[src/rtl/noise_sweep_controller.sv]
// Noise sweep controller: runs an LFSR test pattern through an external noise
// channel at six SNR levels and reports the bit-error count of each level.
module noise_sweep_controller #(
    parameter int unsigned SAMPLES_PER_LEVEL = 1024,
    parameter logic [31:0] LFSR_SEED         = 32'hACE12468
) (
    input  logic        clk,
    input  logic        reset,
    input  logic        start,
    input  logic        abort,
    output logic        busy,
    output logic        done,
    output logic [2:0]  snr_sel,
    output logic [31:0] chan_y,
    output logic        chan_en,
    input  logic [31:0] chan_y_hat,
    output logic        res_valid,
    input  logic        res_ready,
    output logic [2:0]  res_level,
    output logic [31:0] res_errors
);

    // An all-zero Galois LFSR would lock up, so a zero seed becomes 1.
    localparam logic [31:0] SeedEff    = (LFSR_SEED == 32'd0) ? 32'd1 : LFSR_SEED;
    localparam logic [31:0] LfsrMask   = 32'h80200003;
    localparam logic [15:0] LastSample = 16'(SAMPLES_PER_LEVEL - 1);
    localparam logic [2:0]  LastLevel  = 3'd5;

    typedef enum logic [1:0] {StIdle, StRun, StReport, StDone} state_e;

    state_e      state_q, state_d;
    logic [2:0]  level_q, level_d;
    logic [15:0] cnt_q, cnt_d;
    logic [31:0] err_q, err_d;
    logic [31:0] lfsr_q, lfsr_d;

    logic [31:0] lfsr_next;
    logic [5:0]  pop;
    logic [32:0] err_sum;
    logic [31:0] err_sat;

    // Galois step, bit error popcount and saturating accumulate
    always_comb begin
        lfsr_next = {1'b0, lfsr_q[31:1]} ^ (lfsr_q[0] ? LfsrMask : 32'd0);
        pop = 6'd0;
        for (int i = 0; i < 32; i++) begin
            pop = pop + 6'(lfsr_q[i] ^ chan_y_hat[i]);
        end
        err_sum = {1'b0, err_q} + 33'(pop);
        err_sat = err_sum[32] ? 32'hFFFFFFFF : err_sum[31:0];
    end

    // Next-state and output decode; abort overrides every non-idle transition
    always_comb begin
        state_d    = state_q;
        level_d    = level_q;
        cnt_d      = cnt_q;
        err_d      = err_q;
        lfsr_d     = lfsr_q;
        busy       = 1'b1;
        done       = 1'b0;
        snr_sel    = 3'd0;
        chan_y     = 32'd0;
        chan_en    = 1'b0;
        res_valid  = 1'b0;
        res_level  = 3'd0;
        res_errors = 32'd0;

        unique case (state_q)
            StIdle: begin
                busy    = 1'b0;
                lfsr_d  = SeedEff;
                level_d = 3'd0;
                cnt_d   = 16'd0;
                err_d   = 32'd0;
                if (start) begin
                    state_d = StRun;
                end
            end
            StRun: begin
                snr_sel = level_q;
                chan_en = 1'b1;
                chan_y  = lfsr_q;
                err_d   = err_sat;
                lfsr_d  = lfsr_next;
                cnt_d   = cnt_q + 16'd1;
                if (cnt_q == LastSample) begin
                    state_d = StReport;
                end
            end
            StReport: begin
                snr_sel    = level_q;
                res_valid  = 1'b1;
                res_level  = level_q;
                res_errors = err_q;
                if (res_ready) begin
                    if (level_q == LastLevel) begin
                        state_d = StDone;
                    end else begin
                        level_d = level_q + 3'd1;
                        cnt_d   = 16'd0;
                        err_d   = 32'd0;
                        state_d = StRun;
                    end
                end
            end
            StDone: begin
                done    = 1'b1;
                state_d = StIdle;
            end
            default: state_d = StIdle;
        endcase

        // Aborted results are withdrawn so a consumer never completes a handshake on them
        if (abort && (state_q != StIdle)) begin
            state_d   = StIdle;
            done      = 1'b0;
            res_valid = 1'b0;
        end
    end

    // State registers with synchronous reset
    always_ff @(posedge clk) begin
        if (reset) begin
            state_q <= StIdle;
            level_q <= 3'd0;
            cnt_q   <= 16'd0;
            err_q   <= 32'd0;
            lfsr_q  <= SeedEff;
        end else begin
            state_q <= state_d;
            level_q <= level_d;
            cnt_q   <= cnt_d;
            err_q   <= err_d;
            lfsr_q  <= lfsr_d;
        end
    end

endmodule
[config.mk]
export PLATFORM = sky130hd
export DESIGN_NAME = noise_sweep_controller
export DESIGN_NICKNAME = d
export VERILOG_FILES = /design/src/rtl/noise_sweep_controller.sv
export SDC_FILE = /design/constraint.sdc
export NUM_CORES = 1
export LEC_CHECK = 0
export ABC_AREA = 1
export CORE_MARGIN = 2
export CORE_UTILIZATION = 40
export DETAILED_ROUTE_END_ITERATION = 8
export GPL_TIMING_DRIVEN = 0
export PLACE_DENSITY_LB_ADDON = 0.08
export SLEW_MARGIN = 25
export SYNTH_ARGS = -nofsm -noshare
export SYNTH_HDL_FRONTEND = slang
export SYNTH_SLANG_ARGS = --single-unit
[constraint.sdc]
create_clock -name clk -period 21.6 [get_ports clk]
set_clock_uncertainty 0.1 [all_clocks]
set_input_delay 6.48 -clock clk [delete_from_list [all_inputs] [get_ports clk]]
set_output_delay 6.48 -clock clk [all_outputs]
set_load 0.01 [all_outputs]
==> metrics.md <==
| Metric | Value |
|---|---|
| Detailed Route WL | 17.1 mm |
| Initial DRC Count | 373 |
| Post-synthesis share of cell area spent on and, or, nand and nor gates | 30.9% |
| Sequential fraction of the synthesis area | 27.1% |
| Share of cells above drive strength 1 | 8.89% |
| Worst-margin pin slew | 0.699 ns |
| Clock power share | 10.0% |
| Commonest non-fill, non-tap cell in the layout | nand2_1 |
| Post-synth EDFFs | 0 |
| DP Area | 7640 um2 |
| Vias | 5860 |
| Worst setup path category | primary input to primary output |
| Post-CTS Resized | 0 |
| IO Pins | 111 |
| Routability Congestion | 0.869 |
| First-pass GRT wire length | 27.5 mm |
| Die X | 129 um |
| Vias in the first global route | 5395 |
| Top FF cell, synth | dfxtp_1 |
| Cell Area, Synth | 6280 um2 |
| Row cnt | 45 |
| Cells after synthesis | 920 |
| Min Clock Period, post-route | 14.25 ns |
| Relative slew slack | 53.2% |
| Setup crit end kind | primary output |
| Avg Cell Area, Syn | 6.83 um2 |
| Core area | 15300 um2 |
| H-tree depth | 3 |
| Antenna diodes | 0 |
| P per Cell Area | 191 nW/um2 |
| Post-synth cell types | 41 |
| Worst skew pair latency | 0.35 ns |
| Adder-cell share of the synthesized area | 12.7% |
| Post-CTS Hold Buffers | 0 |
| Most frequent cells in the layout | nand2_1 (262), inv_1 (145), clkdlybuf4s50_1 (110) |
| VDD IR-drop max | 0.233 mV |
| Leak | 3.72 nW |
| Hold Path Depth | 2 |
| Worst EP arrival | 7.67 ns |
| Port Buffer Count | 110 |
| Critical Path Start Type | primary input |
| Starting Density | 41.2% |
| Initial antenna violation count | 0 |
| Detail Route Antenna Nets | 0 |
| Post-CTS setup repair buffer count | 0 |
| Drt wl/cell | 13.6 um |
| Max-Cap Viols | 0 |
| Setup WS post-layout | 7.35 ns |
| Global-route usage over all layers | 21.1% |
| Dpl ws | 7.37 ns |
| Fmax | 70.2 MHz |
| Net Count, Synth | 1005 |
| Compound-Gate Fraction of Synth Area | 10.7% |
| Post-synthesis xor/xnor area fraction | 5.86% |
| Status | complete, no violations |
| Period utilization | 66.0% |
| Nets | 1126 |
| Hold Crit Class | register to register |
| CTS tree | yes |
| RSZ-0062 raised after global routing | false |
| Seq cells post-synth | 85 |
| Sequential share of power | 12.8% |
| Yosys warning count | 0 |
| Vias per cell | 4.66 |
| Mux contribution to synthesized area | 0% |
| Post-DP HPWL | 13.4 mm |
| Setup violations, final | 0 |
| Fin. max-slew vios | 0 |
| Switch share | 52.2% |
| Logic pwr share | 77.2% |
| Design Power | 1.52 mW |
| R2R depth | 20 |
| Pin count of the biggest net entering global routing | 16 |
| Synth async-reset ratio | 0% |
| Net Switching | 0.791 mW |
| Die Y | 129 um |
| Fin Setup TNS | 0 ns |
| WP data required | 15.02 ns |
| Root Driver | clkbuf_16 |
| Layout area overhead | 26.3% |
| Clk sinks | 85 |
| P_int | 0.725 mW |
| Maximum clock path buffer count | 2 |
| Final Core Density | 52.0% |
| Total grt overflow | 0 |
| Final-report hold violation count | 0 |
| TritonCTS buffer count | 9 |
| Largest family of logic cells by synthesized area | simple AND/OR/NAND/NOR gates |
| Finished Cell Area | 7930 um2 |
| Die ar. | 16700 um2 |
| Residual DRC | 0 |
| Crit-path max FO | 3 |
| Clock-pin transition on the worst setup and hold timing paths | 0.06 ns |
| Drt first pass iters | 5 |
## registers in the layout (all words and copies together) (netlist names)
signal / flops
err_q: 32
state_q: 2
lfsr_q: 32
cnt_q: 16
level_q: 3
## worst paths after layout
| check | endpoint | slack, ns | startpoint |
|---|---|---|---|
| worst max-delay path | done | 7.35 | abort |
| worst min-delay path | cnt_q[2]$_SDFFE_PP0P_ | 0.38 | cnt_q[2]$_SDFFE_PP0P_ |
| worst max register to register | err_q[28]$_SDFFE_PP0P_ | 15.67 | lfsr_q[0]$_SDFFE_PP0P_ |
| worst min register to register | cnt_q[2]$_SDFFE_PP0P_ | 0.38 | cnt_q[2]$_SDFFE_PP0P_ |
## Yosys cell counts (all sizes together), types with 2 or more instances
master	n	area, um2
and2	2	12.5
buf	29	191
nor2	60	250
nand4	7	58.8
o211ai	3	22.5
nand3	65	393
nor3	10	55.1
clkbuf	13	48.8
or2	2	12.5
xnor2	17	149
nand3b	4	30.0
inv	150	563
fa	26	521
a21oi	71	393
xor2	25	219
o21ai	37	185
nand2	281	1120
dfxtp	85	1700
ha	22	275
a21boi	2	15.0
a211oi	3	22.5
## per-layer routing
layer	vias to the layer above	wire length, um	global-route usage, %
li1	3089	-	-
met1	2611	8420	29.8
met2	149	7470	33.1
met3	11	1040	5.33
met4	0	142	3.52
met5	-	0	0
## layout make-up
type | count | area, um2
timing repair buffer | 110 | 1100
clock buffer | 10 | 239
sequential | 85 | 1700
inverter | 150 | 563
multi-input combinational | 643 | 3770
tap | 211 | 264
fill | 1579 | 7330
clock inverter | 6 | 45.0
buffer | 42 | 240
## kinds of logic after synthesis
kind of cell	after synthesis
flops	85
compound gates	120
simple gates	433
xor+xnor	42
buf+inv	192
fa+ha+maj	48
## critical path, cell delays in order
cell and delay, ns:
clkdlybuf4s50_1 0.45, a21oi_1 0.18, clkdlybuf4s50_1 0.56
## power by group through the flow
stage | sequential [mW] | clock, mW | combinational (mW)
floorplan | 0.193 | 0 | 0.916
global placement | 0.197 | 0 | 1.17
detailed placement | 0.197 | 0 | 1.18
CTS | 0.194 | 0.155 | 1.18
global route | 0.196 | 0.162 | 1.37
finish | 0.194 | 0.151 | 1.17
## per-stage QoR
step	hold WS, ns	cells
after floorplan	0.343	920
after global placement	0.361	1241
after CTS	0.377	1257
after detailed placement	0.364	1241
after global routing	0.403	1257
final	0.378	1257
(Power assumes the default switching activity.)
